==> config.mk <==
export PLATFORM = sky130hd
export DESIGN_NAME = vga_layer_compositor
export DESIGN_NICKNAME = d
export VERILOG_FILES = /design/src/rtl/vga_pkg.sv /design/src/rtl/vga_delay_line.sv /design/src/rtl/vga_layer_compositor.sv
export SDC_FILE = /design/constraint.sdc
export NUM_CORES = 1
export LEC_CHECK = 0
export ABC_CLOCK_PERIOD_IN_PS = 3600
export CAP_MARGIN = 0
export CELL_PAD_IN_SITES_DETAIL_PLACEMENT = 1
export CELL_PAD_IN_SITES_GLOBAL_PLACEMENT = 2
export CORE_ASPECT_RATIO = 0.8
export CORE_MARGIN = 2
export CORE_UTILIZATION = 23
export CTS_CLUSTER_SIZE = 12
export DETAILED_ROUTE_END_ITERATION = 7
export HOLD_SLACK_MARGIN = 0.08
export PLACE_DENSITY_LB_ADDON = 0.1
export SKIP_CTS_REPAIR_TIMING = 1
export SYNTH_ARGS = -nofsm -noshare
export SYNTH_HDL_FRONTEND = slang
export SYNTH_SLANG_ARGS = --single-unit
==> constraint.sdc <==
create_clock -name mclk -period 3.6 [get_ports mclk]
set_input_delay 0.72 -clock mclk [delete_from_list [all_inputs] [get_ports mclk]]
set_output_delay 0.72 -clock mclk [all_outputs]
set_load 0.01 [all_outputs]
==> src/rtl/vga_pkg.sv <==
// Shared VGA definitions: RGB332 layout, named colours, sync idle levels.
// Latency: none (types, constants and a combinational helper only).
// Backpressure: none; video timing is free-running.
package vga_pkg;

    // RGB332 field widths and bit positions
    localparam int RGB_W   = 8;
    localparam int RED_W   = 3;
    localparam int GRN_W   = 3;
    localparam int BLU_W   = 2;
    localparam int RED_LSB = 5;
    localparam int GRN_LSB = 2;
    localparam int BLU_LSB = 0;

    typedef struct packed {
        logic [RED_W-1:0] r;
        logic [GRN_W-1:0] g;
        logic [BLU_W-1:0] b;
    } rgb332_t;

    // Named colours used by the pixel sources and the compositor
    localparam rgb332_t COLOR_BLANK = 8'b000_000_00;
    localparam rgb332_t COLOR_BG    = 8'b010_010_01;
    localparam rgb332_t COLOR_SNAKE = 8'b000_111_00;
    localparam rgb332_t COLOR_COIN  = 8'b111_111_00;
    localparam rgb332_t COLOR_BOX   = 8'b111_000_00;

    // Syncs are active low, so the idle level is 1
    localparam logic HSYNC_IDLE = 1'b1;
    localparam logic VSYNC_IDLE = 1'b1;

    typedef struct packed {
        logic hs;
        logic vs;
        logic von;
    } sync_t;

    localparam sync_t SYNC_RESET = '{hs: HSYNC_IDLE, vs: VSYNC_IDLE, von: 1'b0};

    // Expand RGB332 to the 3/3/3 pin format; blue LSB is tied low
    function automatic logic [8:0] rgb332_to_pins(input rgb332_t c);
        return {c.r, c.g, c.b, 1'b0};
    endfunction

endpackage

==> src/rtl/vga_delay_line.sv <==
// Parametrised shift register used to delay-match sync/video-on to layer latency.
// Latency: DEPTH cycles (DEPTH=0 is a plain wire).
// Backpressure: none; shifts every cycle.
module vga_delay_line #(
    parameter int                WIDTH     = 1,
    parameter int                DEPTH     = 1,
    parameter logic [WIDTH-1:0]  RESET_VAL = '0
) (
    input  logic             i_clk,
    input  logic             i_reset,
    input  logic [WIDTH-1:0] i_dat,
    output logic [WIDTH-1:0] o_dat
);

    generate
        if (DEPTH == 0) begin : g_wire
            // No storage: clock and reset are intentionally unused here
            logic w_unused_clk_rst;
            assign w_unused_clk_rst = i_clk ^ i_reset;
            assign o_dat = i_dat;
        end else begin : g_shift
            logic [WIDTH-1:0] r_stage [DEPTH];

            // Shift the input through DEPTH stages; reset loads the idle value
            always_ff @(posedge i_clk) begin
                if (i_reset) begin
                    for (int i = 0; i < DEPTH; i++) begin
                        r_stage[i] <= RESET_VAL;
                    end
                end else begin
                    r_stage[0] <= i_dat;
                    for (int i = 1; i < DEPTH; i++) begin
                        r_stage[i] <= r_stage[i-1];
                    end
                end
            end

            assign o_dat = r_stage[DEPTH-1];
        end
    endgenerate

endmodule

==> src/rtl/vga_layer_compositor.sv <==
// Priority-merges NUM_LAYERS RGB332 sources over a background, delay-matches syncs, counts frames.
// Latency: LAYER_LATENCY+1 cycles from sync inputs to pins; layer inputs are registered once.
// Backpressure: none; one pixel per cycle. Optional VGA_BLINK_EN gates masked layers on frame_count[BLINK_BIT].
module vga_layer_compositor
    import vga_pkg::*;
#(
    parameter int                    NUM_LAYERS    = 2,
    parameter int                    LAYER_LATENCY = 1,
    parameter logic [7:0]            BG_COLOR      = COLOR_BG,
    parameter int                    FC_W          = 8,
    parameter logic [NUM_LAYERS-1:0] BLINK_MASK    = '0,
    parameter int                    BLINK_BIT     = 4
) (
    input  logic                      mclk,
    input  logic                      reset,
    input  logic                      hsync_in,
    input  logic                      vsync_in,
    input  logic                      von_in,
    input  logic [8*NUM_LAYERS-1:0]   layer_color,
    input  logic [NUM_LAYERS-1:0]     layer_valid,
    input  logic [NUM_LAYERS-1:0]     layer_enable,
    output logic                      HSYNC,
    output logic                      VSYNC,
    output logic [2:0]                OutRed,
    output logic [2:0]                OutGreen,
    output logic [2:0]                OutBlue,
    output logic                      frame_start,
    output logic [FC_W-1:0]           frame_count
);

    // ------------------------------------------------------------------
    // Sync / video-on delay line, matched to the layer pipeline
    // ------------------------------------------------------------------
    sync_t w_sync_in;
    sync_t w_sync_d;
    logic  w_d_hs;
    logic  w_d_vs;
    logic  w_d_von;

    assign w_sync_in = '{hs: hsync_in, vs: vsync_in, von: von_in};

    vga_delay_line #(
        .WIDTH     ($bits(sync_t)),
        .DEPTH     (LAYER_LATENCY),
        .RESET_VAL (SYNC_RESET)
    ) u_sync_dly (
        .i_clk   (mclk),
        .i_reset (reset),
        .i_dat   (w_sync_in),
        .o_dat   (w_sync_d)
    );

    assign w_d_hs  = w_sync_d.hs;
    assign w_d_vs  = w_sync_d.vs;
    assign w_d_von = w_sync_d.von;

    // ------------------------------------------------------------------
    // Frame boundary state
    // ------------------------------------------------------------------
    logic                  r_vs_q;
    logic [NUM_LAYERS-1:0] r_shadow_en;
    logic [FC_W-1:0]       r_frame_count;
    logic                  r_frame_start;
    logic                  w_frame_fall;

    // Boundary is the falling edge of the delayed vsync
    assign w_frame_fall = r_vs_q & ~w_d_vs;

    // ------------------------------------------------------------------
    // Blink gating
    // ------------------------------------------------------------------
    logic [NUM_LAYERS-1:0] w_blink_hide;

`ifdef VGA_BLINK_EN
    assign w_blink_hide = r_frame_count[BLINK_BIT] ? BLINK_MASK : '0;
`else
    // Blinking compiled out; the parameters stay for a uniform interface
    logic w_unused_blink;
    assign w_unused_blink = (^BLINK_MASK) ^ (BLINK_BIT != 0);
    assign w_blink_hide   = '0;
`endif

    // ------------------------------------------------------------------
    // Priority select: layer 0 wins, background if nothing claims the pixel
    // ------------------------------------------------------------------
    logic [NUM_LAYERS-1:0]       w_layer_hit;
    logic [NUM_LAYERS:0][7:0]    w_chain;
    rgb332_t                     w_color;

    assign w_layer_hit         = layer_valid & r_shadow_en & ~w_blink_hide;
    assign w_chain[NUM_LAYERS] = BG_COLOR;

    // Chain runs from the lowest priority (highest index) towards layer 0
    for (genvar gi = 0; gi < NUM_LAYERS; gi++) begin : g_prio
        assign w_chain[gi] = w_layer_hit[gi] ? layer_color[8*gi +: 8] : w_chain[gi+1];
    end

    assign w_color = w_d_von ? rgb332_t'(w_chain[0]) : COLOR_BLANK;

    // ------------------------------------------------------------------
    // Output register
    // ------------------------------------------------------------------
    logic    r_hsync;
    logic    r_vsync;
    rgb332_t r_color;

    // Final pin stage: syncs and colour leave together
    always_ff @(posedge mclk) begin
        if (reset) begin
            r_hsync <= HSYNC_IDLE;
            r_vsync <= VSYNC_IDLE;
            r_color <= COLOR_BLANK;
        end else begin
            r_hsync <= w_d_hs;
            r_vsync <= w_d_vs;
            r_color <= w_color;
        end
    end

    // Latch enables, count frames and pulse frame_start at each boundary
    always_ff @(posedge mclk) begin
        if (reset) begin
            r_vs_q        <= VSYNC_IDLE;
            r_shadow_en   <= '1;
            r_frame_count <= '0;
            r_frame_start <= 1'b0;
        end else begin
            r_vs_q        <= w_d_vs;
            r_frame_start <= w_frame_fall;
            if (w_frame_fall) begin
                r_shadow_en   <= layer_enable;
                r_frame_count <= r_frame_count + FC_W'(1);
            end
        end
    end

    // ------------------------------------------------------------------
    // Pin mapping
    // ------------------------------------------------------------------
    logic [8:0] w_pins;

    assign w_pins      = rgb332_to_pins(r_color);
    assign HSYNC       = r_hsync;
    assign VSYNC       = r_vsync;
    assign OutRed      = w_pins[8:6];
    assign OutGreen    = w_pins[5:3];
    assign OutBlue     = w_pins[2:0];
    assign frame_start = r_frame_start;
    assign frame_count = r_frame_count;

endmodule
# [After elaboration in Yosys (flattened, before gate mapping)]
# Memories as Yosys holds them, arrays and structs flattened.
# Cells that the tools add are included.
[classes] add_sub_neg=1 muxes=7 bitwise=4 n_reduce_logical=2
[op_table] op="$mux W8" n=2
[op_table] op="$add A8 B1 Y8 const B" n=1
[op_table] op="$mux W1" n=4
[op_table] op="$mux W3" n=1
[op_table] op="$reduce_or A3 Y1" n=1
[op_table] op="$and A2 B2 Y2" n=1
[op_table] op="$not A1 Y1" n=2
[op_table] op="$reduce_or A2 Y1" n=1
[op_table] op="$and A1 B1 Y1" n=1
[totals] register_bits=21 ramBits=3 inputBits=25 output_inout_bits=20 wordCells=23 n_memories=1
[memory_table] name="u_sync_dly.g_shift.r_stage" words=1 width=3 read_ports=1 rd_clocked_by_memory_dff=0 write_ports=1 line="vga_delay_line.sv:22" rtl="logic [WIDTH-1:0] r_stage [DEPTH];"

# [Logic depth before layout (Yosys ltp)]
# Gate-level depths: netlist (run 1).
[logic_depth] word_depth=3 ltp_mapped=4 depth_no_buf=4

# [By module]
# From an unflattened synthesis (run 1), not the netlist that was laid out.
[unflattened] cells_unflattened=99 hier_area_um2=908.4
[by_module_without_submodules] mod="vga_layer_compositor" n_inst=1 cells_per_inst=93 area_each_um2=829.5 seq_area_each_um2=420.4
[by_module_without_submodules] mod="vga_delay_line" n_inst=1 cells_per_inst=6 area_each_um2=78.8 seq_area_each_um2=60.1

# [Worst setup path after synthesis (run 1)]
# Ideal clock, no wire load.
[synth_path] path_kind="input port to flip-flop" start="in layer_valid[0]" end="reg r_color, in the netlist OutBlue[1]" setup_ns=0.128 arrival_ns=1.305 required_time_ns=3.472 setup_slack_ns=2.166 stages=4 path_buffers=1 path_cell_list="buf_1 nand2_1 o21ai_0 a21oi_1"
[synth_between] elab_chain_cells=2
[synth_rtl] item="start: declaration" line="vga_layer_compositor.sv:20" rtl="input logic [NUM_LAYERS-1:0] layer_valid,"
[synth_rtl] item="$and A2 B2 Y2" line="vga_layer_compositor.sv:90" rtl="assign w_layer_hit = layer_valid & r_shadow_en & ~w_blink_hide;"
[synth_rtl] item="$mux W8" line="vga_layer_compositor.sv:95" rtl="assign w_chain[gi] = w_layer_hit[gi] ? layer_color[8*gi +: 8] : w_chain[gi+1];"
[synth_rtl] item="end signal: assignment" line="vga_layer_compositor.sv:116" rtl="r_color <= w_color;"
[synth_rtl] item="end: declaration" line="vga_layer_compositor.sv:105" rtl="rgb332_t r_color;"
# No other way between the ends.
# A chain may end at the register's enable or synchronous reset.

# [Worst setup path in the final report (run 1)]
[layout_path] start="reg r_frame_count[3], in the netlist frame_count[3]" end="out frame_count[3]"
[layout_rtl] item="start: declaration" line="vga_layer_compositor.sv:62" rtl="logic [FC_W-1:0] r_frame_count;"
[layout_rtl] item="start signal: assignment" line="vga_layer_compositor.sv:132" rtl="r_frame_count <= r_frame_count + FC_W'(1);"
[layout_rtl] item="end: declaration" line="vga_layer_compositor.sv:28" rtl="output logic [FC_W-1:0] frame_count"
# No word-level cell between the ends.

==> flow_metrics.py, run 1 <==
metrics = {
    "outcome": {
        "status": "completed",
    },
    "sta": {
        "slew-limit-headroom_pct": 63.86,
        "achievable-frequency_mhz": 496.4,
        "fin_skew_ns": 0.004437,
        "worst_setup_slack_after_layout_ns": 1.585,
        "final.period_utilization_pct": 55.96,
        "timing.setup.tns_ns": 0,
        "setup_repair_after_global_routing_missed_its_margin": "false",
        "setup_viol": 0,
        "max_slew.worst_pin.slew_ns": 0.5404,
        "final_max_slew_viol_count": 0,
        "finalCriticalPeriod_ns": 2.015,
        "final_hold_viol_count": 0,
    },
    "floorplanning": {
        "die_width_um": 75.08,
        "fp.coreArea_um2": 3829,
        "die_height_um": 60.87,
        "initial_standard_cell_utilization_of_the_core_pct": 24.28,
        "dieArea_um2": 4570,
        "rows": 20,
        "ios": 45,
    },
    "final_layout": {
        "postLayoutCellArea_um2": 1436,
        "final_layout_size_suffix_gt1_share_pct": 6.250,
        "layout_common_cells": "43 x sky130_fd_sc_hd__clkdlybuf4s50_1, 24 x sky130_fd_sc_hd__dfxtp_1, 15 x sky130_fd_sc_hd__nand3_1",
        "area.growth.synth_to_final_pct": 54.51,
        "final_net_count": 172,
        "most_frequent_standard_cell_in_the_layout_excluding_fill_and_tap_cells": "sky130_fd_sc_hd__clkdlybuf4s50_1",
        "antenna_cells_inserted": 0,
    },
    "routing": {
        "wire_per_inst_um": 12.32,
        "drt_wl_total_um": 2452,
        "route.detailed.drc": 0,
        "firstDrtPassIters": 4,
        "detail-route-antenna-nets": 0,
        "route.vias.total": 870,
        "routed_via_density": 4.372,
        "drtIter0Drc": 14,
    },
    "global_routing": {
        "gr-usage-all-layers_pct": 11.65,
        "overflow_after_grt": 0,
        "number_of_antenna_violations_at_the_first_check_in_global_routing": 0,
        "grt_pass1_wl_um": 3912,
        "grt_pass1_vias": 853,
        "maximum_number_of_pins_on_one_net_before_global_route_repair": 19,
    },
    "setup_path": {
        "slowest_stage": "sky130_fd_sc_hd__clkdlybuf4s50_1",
        "worstPathCellList": "clkdlybuf4s50_1",
        "required_ns": 2.88,
        "critPathArrivalTime_ns": 1.29,
        "slowest_delay_ns": 0.58,
        "critical_path.n_buffers_inverters": 1,
        "path_class": "flop to primary output",
        "endpoint_kind": "primary output",
        "timing.critical_path.fanout_max": 7,
        "worstSetupStartpointType": "flop",
        "cp_top_family": "buffers and inverters",
    },
    "placement": {
        "pre_cts_slack_ns": 1.418,
        "gpl.final_weighted_congestion": 0.7530,
        "placement.cell_area_um2": 1395,
        "io_buffers": 43,
        "place.detailed.hpwl_um": 1918,
    },
    "synth": {
        "syn_inst": 104,
        "xor_xnor_share_of_the_synthesized_area_pct": 1.884,
        "postSynth.asyncResetShare_pct": 0,
        "synth_seq_area_share_pct": 51.68,
        "count_of_distinct_cell_types_in_the_synthesized_netlist": 26,
        "synthesis.area_um2": 929.6,
        "syn_area_per_cell_um2": 8.939,
        "synth_fa_ha_area_share_pct": 1.346,
        "synth-edff-count": 0,
        "synthesis.nets": 130,
        "synth_compound_area_share_pct": 11.31,
        "synth_simple_gate_area_share_pct": 28.13,
        "postSynthRegisterBits": 24,
        "synth_mux_area_share_pct": 1.211,
        "top_ff_cell_synth": "sky130_fd_sc_hd__dfxtp_1",
        "combinational_family_with_the_most_area_after_synthesis": "simple AND/OR/NAND/NOR gates",
        "synth-warning-count": 0,
    },
    "cts": {
        "cts_max_level": 1,
        "cts_tree": "yes",
        "numCtsBuffers": 3,
        "cts_max_path_buffers": 2,
        "path_clk_slew_ns": 0.08,
        "cts_root_buffer": "sky130_fd_sc_hd__clkbuf_8",
        "clock_latency_at_the_later_pin_of_the_worst_skew_pair_ns": 0.26,
        "cts_num_sinks": 24,
    },
    "power_and_ir_drop": {
        "power.leakage_uw": 0.0005042,
        "max-vdd-ir-drop_mv": 0.1526,
        "power.density_nw_per_um2": 351.1,
        "total_power_uw": 504.3,
    },
    "job": {
        "drv_cap": 0,
    },
    "worst_hold_path": {
        "worstHoldPathType": "flop to flop",
    },
}
cell type report:
cell class	instances	area, um2
fill	458	2392
clock buffer	3	41.29
timing repair buffer	43	430.4
multi-input combinational	73	411.6
sequential	24	480.5
inverter	1	3.754
tap	55	68.82
Yosys cell counts (2+ instances only):
library cell	n	area share, %
sky130_fd_sc_hd__a21oi_1	13	7.0
sky130_fd_sc_hd__nand4_1	2	1.3
sky130_fd_sc_hd__o21ai_0	5	2.7
sky130_fd_sc_hd__nand3b_1	3	2.4
sky130_fd_sc_hd__or2_2	4	2.7
sky130_fd_sc_hd__dfxtp_1	24	52
sky130_fd_sc_hd__o31ai_1	2	1.6
sky130_fd_sc_hd__or3_1	2	1.3
sky130_fd_sc_hd__nor2_1	4	1.6
sky130_fd_sc_hd__nand2_1	9	3.6
sky130_fd_sc_hd__xnor2_1	2	1.9
sky130_fd_sc_hd__or4_1	2	1.6
sky130_fd_sc_hd__nor2b_1	2	1.3
sky130_fd_sc_hd__clkbuf_1	3	1.2
sky130_fd_sc_hd__nand3_1	15	8.1
sky130_fd_sc_hd__nand2b_1	2	1.3
layer usage:
layer  wire (um)  vias to the layer above  track usage, %
met3         194                        2           4.651
met1        1112                      399           14.69
li1            -                      441               -
met2        1129                       28           18.67
met4          15                        0           3.061
met5           0                        -               0
flip-flops by register name, indices dropped and copies added, names as in the netlist:
signal and count:
u_sync_dly.g_shift.r_stage 3, frame_start 1, frame_count 8, OutRed 3, OutBlue 2, OutGreen 3, HSYNC 1, r_vs_q 1
r_shadow_en 2
cell families after synthesis:
kind of cell	count (synthesis)
simple gates	48
flops	24
compound gates	20
buf+inv	7
xor+xnor	2
fa+ha+maj	1
other cells	1
mux	1
where the power goes:
part	internal, uW	total (uW)	switching, uW
Sequential	274	280	6.48
Clock	74.7	155	80.7
Combinational	42.4	68.6	26.1
worst paths after layout:
| kind | start | to | slack, ns | depth (start not counted) |
|---|---|---|---|---|
| max | frame_count[3] | frame_count[3] | 1.59 | 1 |
| min | u_sync_dly.g_shift.r_stage[0][2] | HSYNC | 0.44 | 1 |
| max reg2reg | u_sync_dly.g_shift.r_stage[0][1] | frame_count[5] | 2.20 | 3 |
| min reg2reg | u_sync_dly.g_shift.r_stage[0][2] | HSYNC | 0.44 | 1 |
metrics by stage:
step,std cells,utilization (%),hold slack [ns]
2_1_floorplan,104,-,0.3895
3_3_place_gp,196,36.44,0.3985
3_5_place_dp,196,36.44,0.4139
4_1_cts,199,37.52,0.4428
5_1_grt,199,37.52,0.4645
6_report,199,37.52,0.4361
Note: power is estimated with default switching activity, not from simulation.
==> inputs of run 2 (changes only) <==
--- a/config.mk
+++ b/config.mk
@@ -5,13 +5,13 @@
 export SDC_FILE = /design/constraint.sdc
 export NUM_CORES = 1
 export LEC_CHECK = 0
-export ABC_CLOCK_PERIOD_IN_PS = 3600
+export ABC_CLOCK_PERIOD_IN_PS = 1700
 export CAP_MARGIN = 0
 export CELL_PAD_IN_SITES_DETAIL_PLACEMENT = 1
 export CELL_PAD_IN_SITES_GLOBAL_PLACEMENT = 2
 export CORE_ASPECT_RATIO = 0.8
 export CORE_MARGIN = 2
-export CORE_UTILIZATION = 23
+export CORE_UTILIZATION = 19
 export CTS_CLUSTER_SIZE = 12
 export DETAILED_ROUTE_END_ITERATION = 7
 export HOLD_SLACK_MARGIN = 0.08
==> constraint.sdc (replaced) <==
create_clock -name mclk -period 1.7 [get_ports mclk]
set_input_delay 0.34 -clock mclk [delete_from_list [all_inputs] [get_ports mclk]]
set_output_delay 0.34 -clock mclk [all_outputs]
set_load 0.01 [all_outputs]
==> run 2 against run 1 <==
Compared with the run above:
- clock skew fell by 0.0019 ns
- critical path depth did not move
- routed wire length rose by 6.2%
- first-iteration DRC count rose by 50%
- combinational power rose by 140%
- highest routed layer unchanged
- largest cell class unchanged
==> flow_metrics.py, run 2 (synthesis results as in run 1) <==
metrics = {
    "outcome": {
        "status": "completed",
    },
    "setup_path": {
        "worstPathCellList": "clkdlybuf4s50_1",
        "endpoint_kind": "primary output",
        "slowest_delay_ns": 0.57,
        "required_ns": 1.36,
        "slowest_stage": "sky130_fd_sc_hd__clkdlybuf4s50_1",
        "critical_path.n_buffers_inverters": 1,
        "worstSetupStartpointType": "flop",
        "critPathArrivalTime_ns": 1.24,
        "path_class": "flop to primary output",
        "timing.critical_path.fanout_max": 4,
        "cp_top_family": "buffers and inverters",
    },
    "final_layout": {
        "final_layout_size_suffix_gt1_share_pct": 9.459,
        "layout_common_cells": "43 x sky130_fd_sc_hd__clkdlybuf4s50_1, 23 x sky130_fd_sc_hd__dfxtp_1, 15 x sky130_fd_sc_hd__nand3_1",
        "most_frequent_standard_cell_in_the_layout_excluding_fill_and_tap_cells": "sky130_fd_sc_hd__clkdlybuf4s50_1",
        "final_net_count": 176,
        "largest_register_ff_count": 8,
        "fill_cells": 538,
        "fraction_of_the_core_area_covered_by_cells_at_the_end_of_the_flow_pct": 31.95,
        "area.growth.synth_to_final_pct": 59.89,
        "post_layout_nonfiller_instances": 208,
        "antenna_cells_inserted": 0,
    },
    "power_and_ir_drop": {
        "power.density_nw_per_um2": 733.6,
        "clkPwrFrac_pct": 31.0,
        "p_sw_share_pct": 23.16,
        "power.leakage_uw": 0.0005277,
        "max-vdd-ir-drop_mv": 0.4066,
        "total_power_uw": 1091,
        "power_frac_comb_pct": 14.9,
        "p_int_uw": 838.0,
        "proportion_of_power_drawn_by_flip_flops_and_latches_pct": 54.1,
        "switchingPower_uw": 252.5,
    },
    "placement": {
        "post-place-cells": 205,
        "io_buffers": 43,
        "place.detailed.hpwl_um": 2025,
        "gpl.final_weighted_congestion": 0.7213,
    },
    "cts": {
        "cts_root_buffer": "sky130_fd_sc_hd__clkbuf_8",
        "cts_num_sinks": 24,
        "path_clk_slew_ns": 0.08,
        "cts_tree": "yes",
        "cts_max_level": 1,
        "cts_max_path_buffers": 2,
        "clock_latency_at_the_later_pin_of_the_worst_skew_pair_ns": 0.26,
        "numCtsBuffers": 3,
    },
    "routing": {
        "wire_per_inst_um": 12.52,
        "route.vias.total": 888,
        "drtIter0Drc": 21,
        "detail-route-antenna-nets": 0,
        "drt_wl_total_um": 2604,
        "route.detailed.drc": 0,
        "routed_via_density": 4.269,
        "firstDrtPassIters": 4,
    },
    "floorplanning": {
        "die_height_um": 66.57,
        "dieArea_um2": 5472,
        "rows": 22,
        "die_width_um": 82.21,
        "initial_standard_cell_utilization_of_the_core_pct": 19.98,
        "ios": 45,
        "fp.coreArea_um2": 4652,
    },
    "sta": {
        "finalCriticalPeriod_ns": 1.583,
        "fin_hold_ws_ns": 0.4140,
        "setup_viol": 0,
        "final_hold_viol_count": 0,
        "achievable-frequency_mhz": 631.8,
        "setup_repair_after_global_routing_missed_its_margin": "false",
        "final.period_utilization_pct": 93.11,
        "final_max_slew_viol_count": 0,
        "timing.setup.tns_ns": 0,
        "fin_skew_ns": 0.002489,
    },
    "global_routing": {
        "number_of_antenna_violations_at_the_first_check_in_global_routing": 0,
        "maximum_number_of_pins_on_one_net_before_global_route_repair": 15,
        "overflow_after_grt": 0,
        "grt_pass1_vias": 912,
        "grt_pass1_wl_um": 4215,
        "gr-usage-all-layers_pct": 10.29,
    },
    "worst_hold_path": {
        "worstHoldPathType": "flop to flop",
    },
    "job": {
        "drv_cap": 0,
    },
}
-- run 2: changes by cell type in the layout (fill, tap and decap cells not counted), sizes merged --
cell,before,now
buf,0,4
-- run 2: per-layer routing --
| layer | up-vias | routed length (um) | global-route usage [%] |
|---|---|---|---|
| met5 | - | 0 | 0 |
| met4 | 0 | 14 | 2.500 |
| met3 | 2 | 172 | 3.388 |
| met2 | 25 | 1222 | 16.63 |
| met1 | 413 | 1194 | 13.14 |
| li1 | 448 | - | - |
-- run 2: final timing paths --
kind	cells past startpoint	slack [ns]	from	endpoint
max	1	0.12	frame_count[0]	frame_count[0]
max reg2reg	3	0.36	frame_count[2]	frame_count[7]
min	1	0.41	u_sync_dly.g_shift.r_stage[0][2]	HSYNC
min reg2reg	1	0.41	u_sync_dly.g_shift.r_stage[0][2]	HSYNC
-- run 2: metrics by stage --
stage,setup slack [ns],area [um2]
after floorplan,0.3938,929.6
after global placement,0.1880,1444
after detailed placement,0.1740,1444
after CTS,0.04320,1485
after global routing,0.03947,1486
final,0.1172,1486
-- run 2: final cells by class --
class	instances	area (um2)	area share [%]
Sequential cell	24	481.7	32.41
Timing Repair Buffer	47	473.0	31.82
Multi-Input combinational cell	73	411.6	27.69
Tap cell	60	75.07	5.050
Clock buffer	3	41.29	2.778
Inverter	1	3.754	0.2525
-- run 2: power groups by stage --
stage               sequential (uW)  clock, uW  combinational, uW
floorplan                       607          0               59.1
global placement                604          0                163
detailed placement              604          0                164
CTS                             591        360                165
global route                    594        390                178
finish                          590        338                162
==> inputs of run 3 (changes only) <==
--- a/config.mk
+++ b/config.mk
@@ -5,7 +5,6 @@
 export SDC_FILE = /design/constraint.sdc
 export NUM_CORES = 1
 export LEC_CHECK = 0
-export ABC_CLOCK_PERIOD_IN_PS = 1700
 export CAP_MARGIN = 0
 export CELL_PAD_IN_SITES_DETAIL_PLACEMENT = 1
 export CELL_PAD_IN_SITES_GLOBAL_PLACEMENT = 2
@@ -17,6 +16,7 @@
 export HOLD_SLACK_MARGIN = 0.08
 export PLACE_DENSITY_LB_ADDON = 0.1
 export SKIP_CTS_REPAIR_TIMING = 1
+export SLEW_MARGIN = 0
 export SYNTH_ARGS = -nofsm -noshare
 export SYNTH_HDL_FRONTEND = slang
 export SYNTH_SLANG_ARGS = --single-unit
==> results of run 3 <==
Final layout, timing and power as in run 2 (identical DEF).
